--- src/rtl/uart_host.sv ---
// ============================================================================
//  uart_host : polls a UART-style peripheral (data/status registers) and
//              buffers traffic through small TX and RX byte FIFOs.
//  Revision  : 1.0
// ============================================================================
`default_nettype none

module uart_host #(
    parameter int DEPTH_LOG2 = 2
) (
    input  logic       i_clk,
    input  logic       i_reset,
    input  logic       i_en,
    output logic       o_addr,
    output logic [7:0] o_dat,
    input  logic [7:0] i_dat,
    output logic       o_we,
    output logic       o_cyc,
    input  logic [7:0] i_tx_dat,
    input  logic       i_tx_valid,
    output logic       o_tx_ready,
    output logic [7:0] o_rx_dat,
    output logic       o_rx_valid,
    input  logic       i_rx_ready,
    output logic       o_overrun,
    input  logic       i_clr_overrun
);

    localparam int                DEPTH   = 1 << DEPTH_LOG2;
    localparam int                PTR_W   = DEPTH_LOG2 + 1;
    localparam logic [PTR_W-1:0]  C_ONE   = PTR_W'(1);
    localparam logic [PTR_W-1:0]  C_DEPTH = PTR_W'(DEPTH);

    typedef enum logic [2:0] {
        S_IDLE   = 3'd0,
        S_POLL   = 3'd1,
        S_DECIDE = 3'd2,
        S_RDATA  = 3'd3,
        S_WDATA  = 3'd4,
        S_GAP    = 3'd5
    } state_t;

    state_t           r_state;
    state_t           w_state_next;
    logic             r_status_rx;
    logic             r_status_tx_active;

    logic [7:0]       r_tx_mem [DEPTH];
    logic [7:0]       r_rx_mem [DEPTH];
    logic [PTR_W-1:0] r_tx_wp, r_tx_rp, r_rx_wp, r_rx_rp;

    logic             w_tx_full, w_tx_empty, w_rx_full, w_rx_empty;
    logic             w_tx_push, w_tx_pop, w_rx_push, w_rx_pop;
    logic [7:0]       w_tx_head;

    // Pointers carry one extra wrap bit so full and empty are distinguishable.
    assign w_tx_full  = (r_tx_wp - r_tx_rp) == C_DEPTH;
    assign w_tx_empty = (r_tx_wp == r_tx_rp);
    assign w_rx_full  = (r_rx_wp - r_rx_rp) == C_DEPTH;
    assign w_rx_empty = (r_rx_wp == r_rx_rp);

    assign w_tx_push  = i_tx_valid && !w_tx_full;
    assign w_tx_pop   = (r_state == S_WDATA) && !w_tx_empty;
    assign w_rx_push  = (r_state == S_RDATA) && !w_rx_full;
    assign w_rx_pop   = !w_rx_empty && i_rx_ready;

    assign w_tx_head  = r_tx_mem[r_tx_rp[DEPTH_LOG2-1:0]];

    assign o_tx_ready = !w_tx_full;
    assign o_rx_valid = !w_rx_empty;
    assign o_rx_dat   = r_rx_mem[r_rx_rp[DEPTH_LOG2-1:0]];

    always_comb begin
        w_state_next = r_state;
        case (r_state)
            S_IDLE:   w_state_next = i_en ? S_POLL : S_IDLE;
            S_POLL:   w_state_next = S_DECIDE;
            S_DECIDE: begin
                if (!i_en)
                    w_state_next = S_IDLE;
                else if (r_status_rx && !w_rx_full)
                    w_state_next = S_RDATA;
                else if (!r_status_tx_active && !w_tx_empty)
                    w_state_next = S_WDATA;
                else
                    w_state_next = S_POLL;
            end
            S_RDATA:  w_state_next = S_POLL;
            S_WDATA:  w_state_next = S_GAP;
            S_GAP:    w_state_next = S_POLL;
            default:  w_state_next = S_IDLE;
        endcase
    end

    // Bus outputs are registered from the next state so they line up with it.
    always_ff @(posedge i_clk) begin
        if (i_reset) begin
            r_state            <= S_IDLE;
            r_status_rx        <= 1'b0;
            r_status_tx_active <= 1'b0;
            o_overrun          <= 1'b0;
            o_cyc              <= 1'b0;
            o_addr             <= 1'b0;
            o_we               <= 1'b0;
            o_dat              <= 8'h00;
        end else begin
            r_state <= w_state_next;
            o_cyc   <= (w_state_next == S_POLL) || (w_state_next == S_RDATA) ||
                       (w_state_next == S_WDATA);
            o_addr  <= (w_state_next == S_POLL);
            o_we    <= (w_state_next == S_WDATA);
            o_dat   <= (w_state_next == S_WDATA) ? w_tx_head : 8'h00;

            if (r_state == S_POLL) begin
                r_status_rx        <= i_dat[0];
                r_status_tx_active <= i_dat[2];
            end

            if ((r_state == S_POLL) && i_dat[1])
                o_overrun <= 1'b1;
            else if (i_clr_overrun)
                o_overrun <= 1'b0;
        end
    end

    always_ff @(posedge i_clk) begin
        if (i_reset) begin
            r_tx_wp <= '0;
            r_tx_rp <= '0;
            r_rx_wp <= '0;
            r_rx_rp <= '0;
        end else begin
            if (w_tx_push) r_tx_wp <= r_tx_wp + C_ONE;
            if (w_tx_pop)  r_tx_rp <= r_tx_rp + C_ONE;
            if (w_rx_push) r_rx_wp <= r_rx_wp + C_ONE;
            if (w_rx_pop)  r_rx_rp <= r_rx_rp + C_ONE;
        end
    end

    always_ff @(posedge i_clk) begin
        if (!i_reset && w_tx_push)
            r_tx_mem[r_tx_wp[DEPTH_LOG2-1:0]] <= i_tx_dat;
        if (!i_reset && w_rx_push)
            r_rx_mem[r_rx_wp[DEPTH_LOG2-1:0]] <= i_dat;
    end

endmodule

`default_nettype wire

--- config.mk ---
export PLATFORM = sky130hd
export DESIGN_NAME = uart_host
export DESIGN_NICKNAME = d
export VERILOG_FILES = /design/src/rtl/uart_host.sv
export SDC_FILE = /design/constraint.sdc
export NUM_CORES = 1
export LEC_CHECK = 0
export BUFFER_PORTS_ARGS = -buffer_cell sky130_fd_sc_hd__buf_2
export CORE_ASPECT_RATIO = 1.2
export CORE_MARGIN = 1
export CORE_UTILIZATION = 50
export CTS_CLUSTER_SIZE = 30
export DETAILED_ROUTE_END_ITERATION = 7
export PLACE_DENSITY = 0.74
export SYNTH_ARGS = -nofsm -noshare
export SYNTH_HDL_FRONTEND = slang
export SYNTH_SLANG_ARGS = --single-unit
--- constraint.sdc ---
create_clock -name i_clk -period 2.95 [get_ports i_clk]
set_input_delay 0.295 -clock i_clk [delete_from_list [all_inputs] [get_ports i_clk]]
set_output_delay 0.295 -clock i_clk [all_outputs]
set_load 0.005 [all_outputs]
==> results.cfg, run 1 <==
[synthesis]
synth_ff_type = edfxtp_1
synth.distinct_cells = 38
synth_edf_count = 64
syn_inst = 236
avgSynthCellArea_sq_um = 15.98
synth_area_sq_um = 3771
yosysSeqAreaShare_pct = 67.42
yosys.area.top_type_share_pct = 50.96
synthArstFlopShare_pct = 0
yosys_warnings = 0
synth_area_leaders = edfxtp_1 51%, dfxtp_1 16%, mux4_2 9.6%
synth_fp_nets = 272
yosys.area.top_type = edfxtp_1
ys_seq_elements = 95

[clock_tree]
cts_buffers = 9
hold_buffers = 0
h-tree-depth = 3
clk_path_buf_depth = 2
clk_latency_ns = 0.36
postCtsSetupBuffers = 0
cts_resized = 0
root_buffer = clkbuf_8
cts_tree = done
clkTransAtPathRegs_ns = 0.10
cts.sinks = 95

[critical_path]
worstSetupPathType = flip-flop to flip-flop
end_kind = flip-flop
cp.required_ns = 2.98
cp_max_fo = 11
cp_data_arrival_time_ns = 2.32
reg2regPathDepth = 7
cp-start-kind = flip-flop

[routing]
routedWlPerCell_um = 15.28
dr.pass1.iters = 4
post_drt_via_cell_ratio = 5.198
drc = 0
drt_wl_total_mm = 5.791
antenna_left = 0
drtIter0Drc = 76
num_vias = 1970

[global_routing]
track_usage_pct = 16.56
grt_max_degree = 23
antenna_found_initial = 0
grt_first_pass_wirelength_mm = 9.584
grt_pass1_vias = 1988
grt_overflow = 0

[placed_design]
routabilityCongestion = 0.7172
hpwl_mm = 4.162
portBuffers = 43
pre_cts_slack_ns = 0.6500

[floorplan]
row_count = 34
io_pins = 44
die_y_um = 97.14
die_x_um = 81.28
die-area_sq_um = 7895
initial_core_util_pct = 51.84
core_area_sq_um = 7274

[sta]
slew_headroom_pct = 63.40
fmax_ghz = 0.4364
skew_ns = 0.01217
final.min_clock_period_ns = 2.292
setup_viol = 0
hold_viol = 0
finalMaxSlewViolations = 0
worst_slew_pin_slew_ns = 0.5482
finalSetupTns_ns = 0
rsz0062_at_grt = no
fin_ws_ns = 0.6584
min_period_over_period_pct = 77.68

[worst_hold_path]
hold_path_class = input pin to flip-flop
hold_depth = 1

[power_and_ir_drop]
ir_drop_v = 0.0003596
p_leak_nw = 1.580
powerDensity_nw_per_um2 = 580.9

[cells_and_area]
nets = 320
drive_above_1_share_pct = 29.07
n_antenna_cell = 0
syn_to_final_growth_pct = 14.03
post-route-util_pct = 59.12

[run]
cap_viol_max_count = 0

[status]
outcome = finished clean
layout by cell type (no fill, tap or decap), types with 6 or more instances in the layout:
| master | n |
|---|---|
| buf_2 | 43 |
| and2_1 | 9 |
| dfxtp_1 | 31 |
| ha_1 | 14 |
| nor2b_1 | 14 |
| inv_1 | 8 |
| clkbuf_8 | 9 |
| edfxtp_1 | 64 |
| nand2_1 | 6 |
| mux4_2 | 16 |
| nor2_1 | 19 |
routing by layer:
layer / up-vias / GRT usage, % / part of all wire, %
met2: 46 / 24.94 / 47
li1: 971 / - / -
met4: 0 / 6.044 / 1.8
met1: 942 / 22.55 / 46
met3: 11 / 4.977 / 5.1
met5: - / 0 / 0
synthesized netlist by cell type, types with 3 or more instances:
library cell  count
dfxtp_1          31
nor2_1           19
inv_1             8
and2_1            9
clkbuf_1          5
nand2_1           6
nand3_1           4
edfxtp_1         64
nor2b_1          14
xnor2_1           5
nand2b_1          3
mux2i_1           4
ha_1             14
mux4_2           16
xor2_1            5
a21oi_1           5
kinds of logic (layout without fill, tap and decap cells):
group                    after synthesis  count (layout)  synth area share, %
flip-flops                            95              95                67.42
AO/OA/AOI/OAI                         16              16                3.450
adder cells (fa/ha/maj)               14              14                4.645
AND/OR/NAND/NOR                       63              63                9.058
XOR/XNOR                              12              12                3.185
buffers and inverters                 16              69                1.626
multiplexers                          20              20                10.62
state kept, by name, summed over array words and instances (netlist names), named ones only:
name	flops
r_tx_rp	3
o_addr	1
r_tx_mem	32
r_tx_wp	3
r_state	3
o_overrun	1
r_status_tx_active	1
o_we	1
r_status_rx	1
r_rx_rp	3
r_rx_mem	32
o_cyc	1
r_rx_wp	3
o_dat	8
power by group:
| group | switching, mW | total (mW) | internal [mW] |
|---|---|---|---|
| Sequential | 0.0163 | 1.46 | 1.44 |
| Clock | 0.496 | 0.917 | 0.421 |
| Combinational | 0.0648 | 0.120 | 0.0554 |
worst paths after layout:
check | slack [ns] | start | endpoint
max | 0.66 | r_tx_rp[1] | r_tx_mem[0][6]
min | 0.15 | i_dat[5] | r_rx_mem[1][5]
min reg2reg | 0.50 | r_rx_rp[1] | r_rx_rp[1]
max reg2reg | 0.66 | r_tx_rp[1] | r_tx_mem[0][6]
final cells by class:
type / instances / area [sq um]
Clock inverter: 7 / 97.59
Fill cell: 541 / 2974
Inverter: 9 / 33.78
Timing Repair Buffer: 44 / 222.7
Multi-Input combinational cell: 125 / 1167
Clock buffer: 9 / 123.9
Sequential cell: 95 / 2542
Tap cell: 90 / 112.6
worst max-delay path, cell delays in order (launching register included):
cell      delay [ns]
dfxtp_1         0.60
inv_1           0.09
ha_1            0.18
nand2b_1        0.14
xnor2_1         0.23
o21ai_1         0.15
nor2_1          0.17
and2_1          0.39
stage by stage:
step                instances  total power, mW  cell area [sq um]  hold slack [ns]
CTS                       379            2.517               4300           0.1348
finish                    379            2.498               4300           0.1488
detailed placement        363            1.614               4079           0.4948
global route              379            2.595               4300           0.1317
floorplan                 236            1.564               3771           0.3939
global placement          363            1.611               4079           0.4997
Power figures use the tool's default switching activity.
==> inputs of run 2 (changes only) <==
--- a/config.mk
+++ b/config.mk
@@ -5,13 +5,14 @@
 export SDC_FILE = /design/constraint.sdc
 export NUM_CORES = 1
 export LEC_CHECK = 0
+export ABC_AREA = 1
 export BUFFER_PORTS_ARGS = -buffer_cell sky130_fd_sc_hd__buf_2
 export CORE_ASPECT_RATIO = 1.2
 export CORE_MARGIN = 1
 export CORE_UTILIZATION = 50
 export CTS_CLUSTER_SIZE = 30
 export DETAILED_ROUTE_END_ITERATION = 7
-export PLACE_DENSITY = 0.74
+export PLACE_DENSITY = 0.77
 export SYNTH_ARGS = -nofsm -noshare
 export SYNTH_HDL_FRONTEND = slang
 export SYNTH_SLANG_ARGS = --single-unit
==> constraint.sdc (replaced) <==
create_clock -name i_clk -period 1.9 [get_ports i_clk]
set_input_delay 0.19 -clock i_clk [delete_from_list [all_inputs] [get_ports i_clk]]
set_output_delay 0.19 -clock i_clk [all_outputs]
set_load 0.005 [all_outputs]
==> run 2 against run 1 <==
Effect of this change: wire length is 22% higher; largest cell class unchanged; hold slack worse by 0.12 ns; count of clock-buffer cells in the layout stayed put; first-iteration DRC count is 38% higher; sequential power is 58% higher; combinational power grew to 4.2 times the previous value; non-clock buffer count is 10 higher; final cell count is 30% higher; synthesized area is 0.90% higher.
==> results.cfg, run 2 <==
[routing]
drt_wl_total_mm = 7.059
drc = 0
routedWlPerCell_um = 14.32
antenna_left = 0
drtIter0Drc = 105
dr.pass1.iters = 4
num_vias = 2597
post_drt_via_cell_ratio = 5.268

[worst_hold_path]
min_to = r_tx_mem[1][0]
hold_depth = 1
hold_path_class = input pin to flip-flop
hold_path.startpoint = i_tx_dat[0]

[power_and_ir_drop]
p_leak_nw = 1.810
switchingPower_mw = 1.138
powerDensity_nw_per_um2 = 918.1
ir_drop_v = 0.0006550
p_int_mw = 3.004
fin_total_pwr_mw = 4.142
pwr-share-clk_pct = 32.0
p_sw_share_pct = 27.48
power.combinational.fraction_pct = 12.3
power.share.sequential_pct = 55.7

[critical_path]
cp_slowest_cell = dfxtp_1
slowest_delay_ns = 0.39
cp.required_ns = 1.95
cp_data_arrival_time_ns = 1.83
cp-start-kind = flip-flop
reg2regPathDepth = 9
worstSetupPathType = flip-flop to flip-flop
end_kind = flip-flop
worst_r2r_endpoint = r_tx_mem[0][3]
worstPathBufferInverterCount = 3
path_delay_family = simple AND/OR/NAND/NOR gates
cp_common_cell = inv_1
rrSetupSlack_ns = 0.12
crit_chain = inv_2 -> ha_1 -> inv_1 -> a21oi_2 -> inv_1 -> nand2_1 -> nand3b_4 -> nand3_4 -> nor2_4
r2r_start = r_tx_wp[0]
cp_max_fo = 8

[sta]
min_period_over_period_pct = 93.80
setup_viol = 0
final.min_clock_period_ns = 1.782
fmax_ghz = 0.5611
skew_ns = 0.01328
finalMaxSlewViolations = 0
rsz0062_at_grt = no
worst_slew_pin_slew_ns = 0.5246
slew_headroom_pct = 64.76
whs_ns = 0.03314
fin_ws_ns = 0.1178
hold_viol = 0

[synthesis]
synth.distinct_cells = 26
synthSimpleGateAreaFrac_pct = 12.04
synthArstFlopShare_pct = 0
synth_ff_type = edfxtp_1
synth_fp_nets = 377
synth_common_cells = 64 x edfxtp_1, 52 x nand2_1, 36 x inv_1
ys_seq_elements = 95
muxShareOfSynthArea_pct = 0
avgSynthCellArea_sq_um = 11.16
yosys_warnings = 0
yosys.area.top_type = edfxtp_1
yosysSeqAreaShare_pct = 66.82
synth_edf_count = 64
yosys.cell_count.top_type = edfxtp_1
yosys.area.top_type_share_pct = 50.51
synth_area_leaders = edfxtp_1 51%, dfxtp_1 16%, nand2_1 5.1%
syn_inst = 341
synth_area_sq_um = 3805
synth-adder-area-share_pct = 4.604
synthXorXnorAreaFrac_pct = 0.4604
synth_top_family_by_area = simple AND/OR/NAND/NOR gates
synth_compound_gate_area_share_pct = 11.48

[placed_design]
dp.cells = 476
pre_cts_slack_ns = 0.02995
portBuffers = 43
hpwl_mm = 4.946
placed_area_sq_um = 4247
routabilityCongestion = 0.7801

[cells_and_area]
nFillCells = 572
mostFrequentLayoutCells = 64 x edfxtp_1, 50 x nand2_1, 43 x buf_2, 33 x inv_1
finalInstanceArea_sq_um = 4512
instances_no_fill = 493
syn_to_final_growth_pct = 18.58
nets = 434
drive_above_1_share_pct = 23.82
final_common_cell = edfxtp_1
n_antenna_cell = 0

[global_routing]
met3_usage_pct = 3.850
grt_overflow = 0
grt_first_pass_wirelength_mm = 11.70
grt_max_degree = 22
grtUsageMet2_pct = 33.72
antenna_found_initial = 0
busiest_layer = met2
track_usage_pct = 19.71
grtUsageMet1_pct = 23.06
grt_pass1_vias = 2570

[floorplan]
die_y_um = 97.56
initial_core_util_pct = 52.00
row_count = 34
die-area_sq_um = 7964
core_area_sq_um = 7317
io_pins = 44
die_x_um = 81.64

[status]
outcome = finished clean

[clock_tree]
cts.sinks = 95
root_buffer = clkbuf_8
clk_path_buf_depth = 2
cts_buffers = 9
h-tree-depth = 3
cts_tree = done
clk_latency_ns = 0.36
clkTransAtPathRegs_ns = 0.11

[run]
cap_viol_max_count = 0
==> run 2: cell count changes after synthesis, sizes merged, moves of 15 or more <==
cell and change:
a21oi +27, inv +27, mux4 -16, nand2 +47, nor2 +15, o21ai +29
==> run 2: worst max path at each step <==
| stage | cells past startpoint | slack (ns) | start | endpoint |
|---|---|---|---|---|
| detailed placement | 12 | 0.03 | r_rx_wp[0] | r_rx_mem[0][6] |
| CTS | 12 | 0.01 | r_rx_wp[0] | r_rx_mem[0][4] |
| finish | 9 | 0.12 | r_tx_wp[0] | r_tx_mem[0][3] |
| global placement | 12 | 0.11 | r_rx_wp[0] | r_rx_mem[2][4] |
| global route | 9 | 0.003 | r_tx_wp[0] | r_tx_mem[1][7] |
| floorplan | 9 | -0.02 | r_rx_rp[1] | r_rx_mem[0][0] |
==> run 2: final cells by class <==
cell class / instances / area, sq um / share of cell area (%)
Timing Repair Buffer: 54 / 305.3 / 6.767
Multi-Input combinational cell: 200 / 1186 / 26.29
Tap cell: 90 / 112.6 / 2.496
Clock buffer: 9 / 123.9 / 2.745
Clock inverter: 7 / 93.84 / 2.080
Inverter: 38 / 143.9 / 3.189
Sequential cell: 95 / 2546 / 56.43
==> run 2: what timing repair did <==
item | 4_1_cts | 5_1_grt
setup buffers | 0 | 1
setup endpoints to repair | 0 | 52
gates resized for setup | 0 | 14
hold buffers | 0 | 0
==> run 2: metal layers <==
| layer | wire (um) | vias up |
|---|---|---|
| li1 | - | 1297 |
| met1 | 2914 | 1224 |
| met2 | 3732 | 69 |
| met3 | 300 | 7 |
| met4 | 112 | 0 |
| met5 | 0 | - |
==> run 2: cell families after synthesis <==
logic type | count (synthesis)
AO/OA/AOI/OAI | 80
buffers and inverters | 46
AND/OR/NAND/NOR | 104
XOR/XNOR | 2
adder cells (fa/ha/maj) | 14
flip-flops | 95
==> run 2: per-stage QoR <==
| step | util [%] | TNS, ns |
|---|---|---|
| 6_report | 61.66 | 0 |
| 4_1_cts | 61.01 | 0 |
| 3_5_place_dp | 58.04 | 0 |
| 5_1_grt | 61.66 | 0 |
| 2_1_floorplan | - | -0.5768 |
| 3_3_place_gp | 58.04 | 0 |
==> run 2: power by group through the flow <==
stage / clock, mW / combinational, mW / sequential [mW]
after global routing: 1.45 / 0.584 / 2.32
after floorplan: 0 / 0.314 / 2.35
after global placement: 0 / 0.472 / 2.35
after detailed placement: 0 / 0.490 / 2.35
after CTS: 1.36 / 0.492 / 2.31
final: 1.32 / 0.509 / 2.31
==> run 2: worst register-to-register path, cell delays in order, from the launching register on <==
cell and delay (ns):
dfxtp_1 0.39, inv_2 0.08, ha_1 0.20, inv_1 0.06
a21oi_2 0.06, inv_1 0.05, nand2_1 0.08, nand3b_4 0.12
nand3_4 0.14, nor2_4 0.29
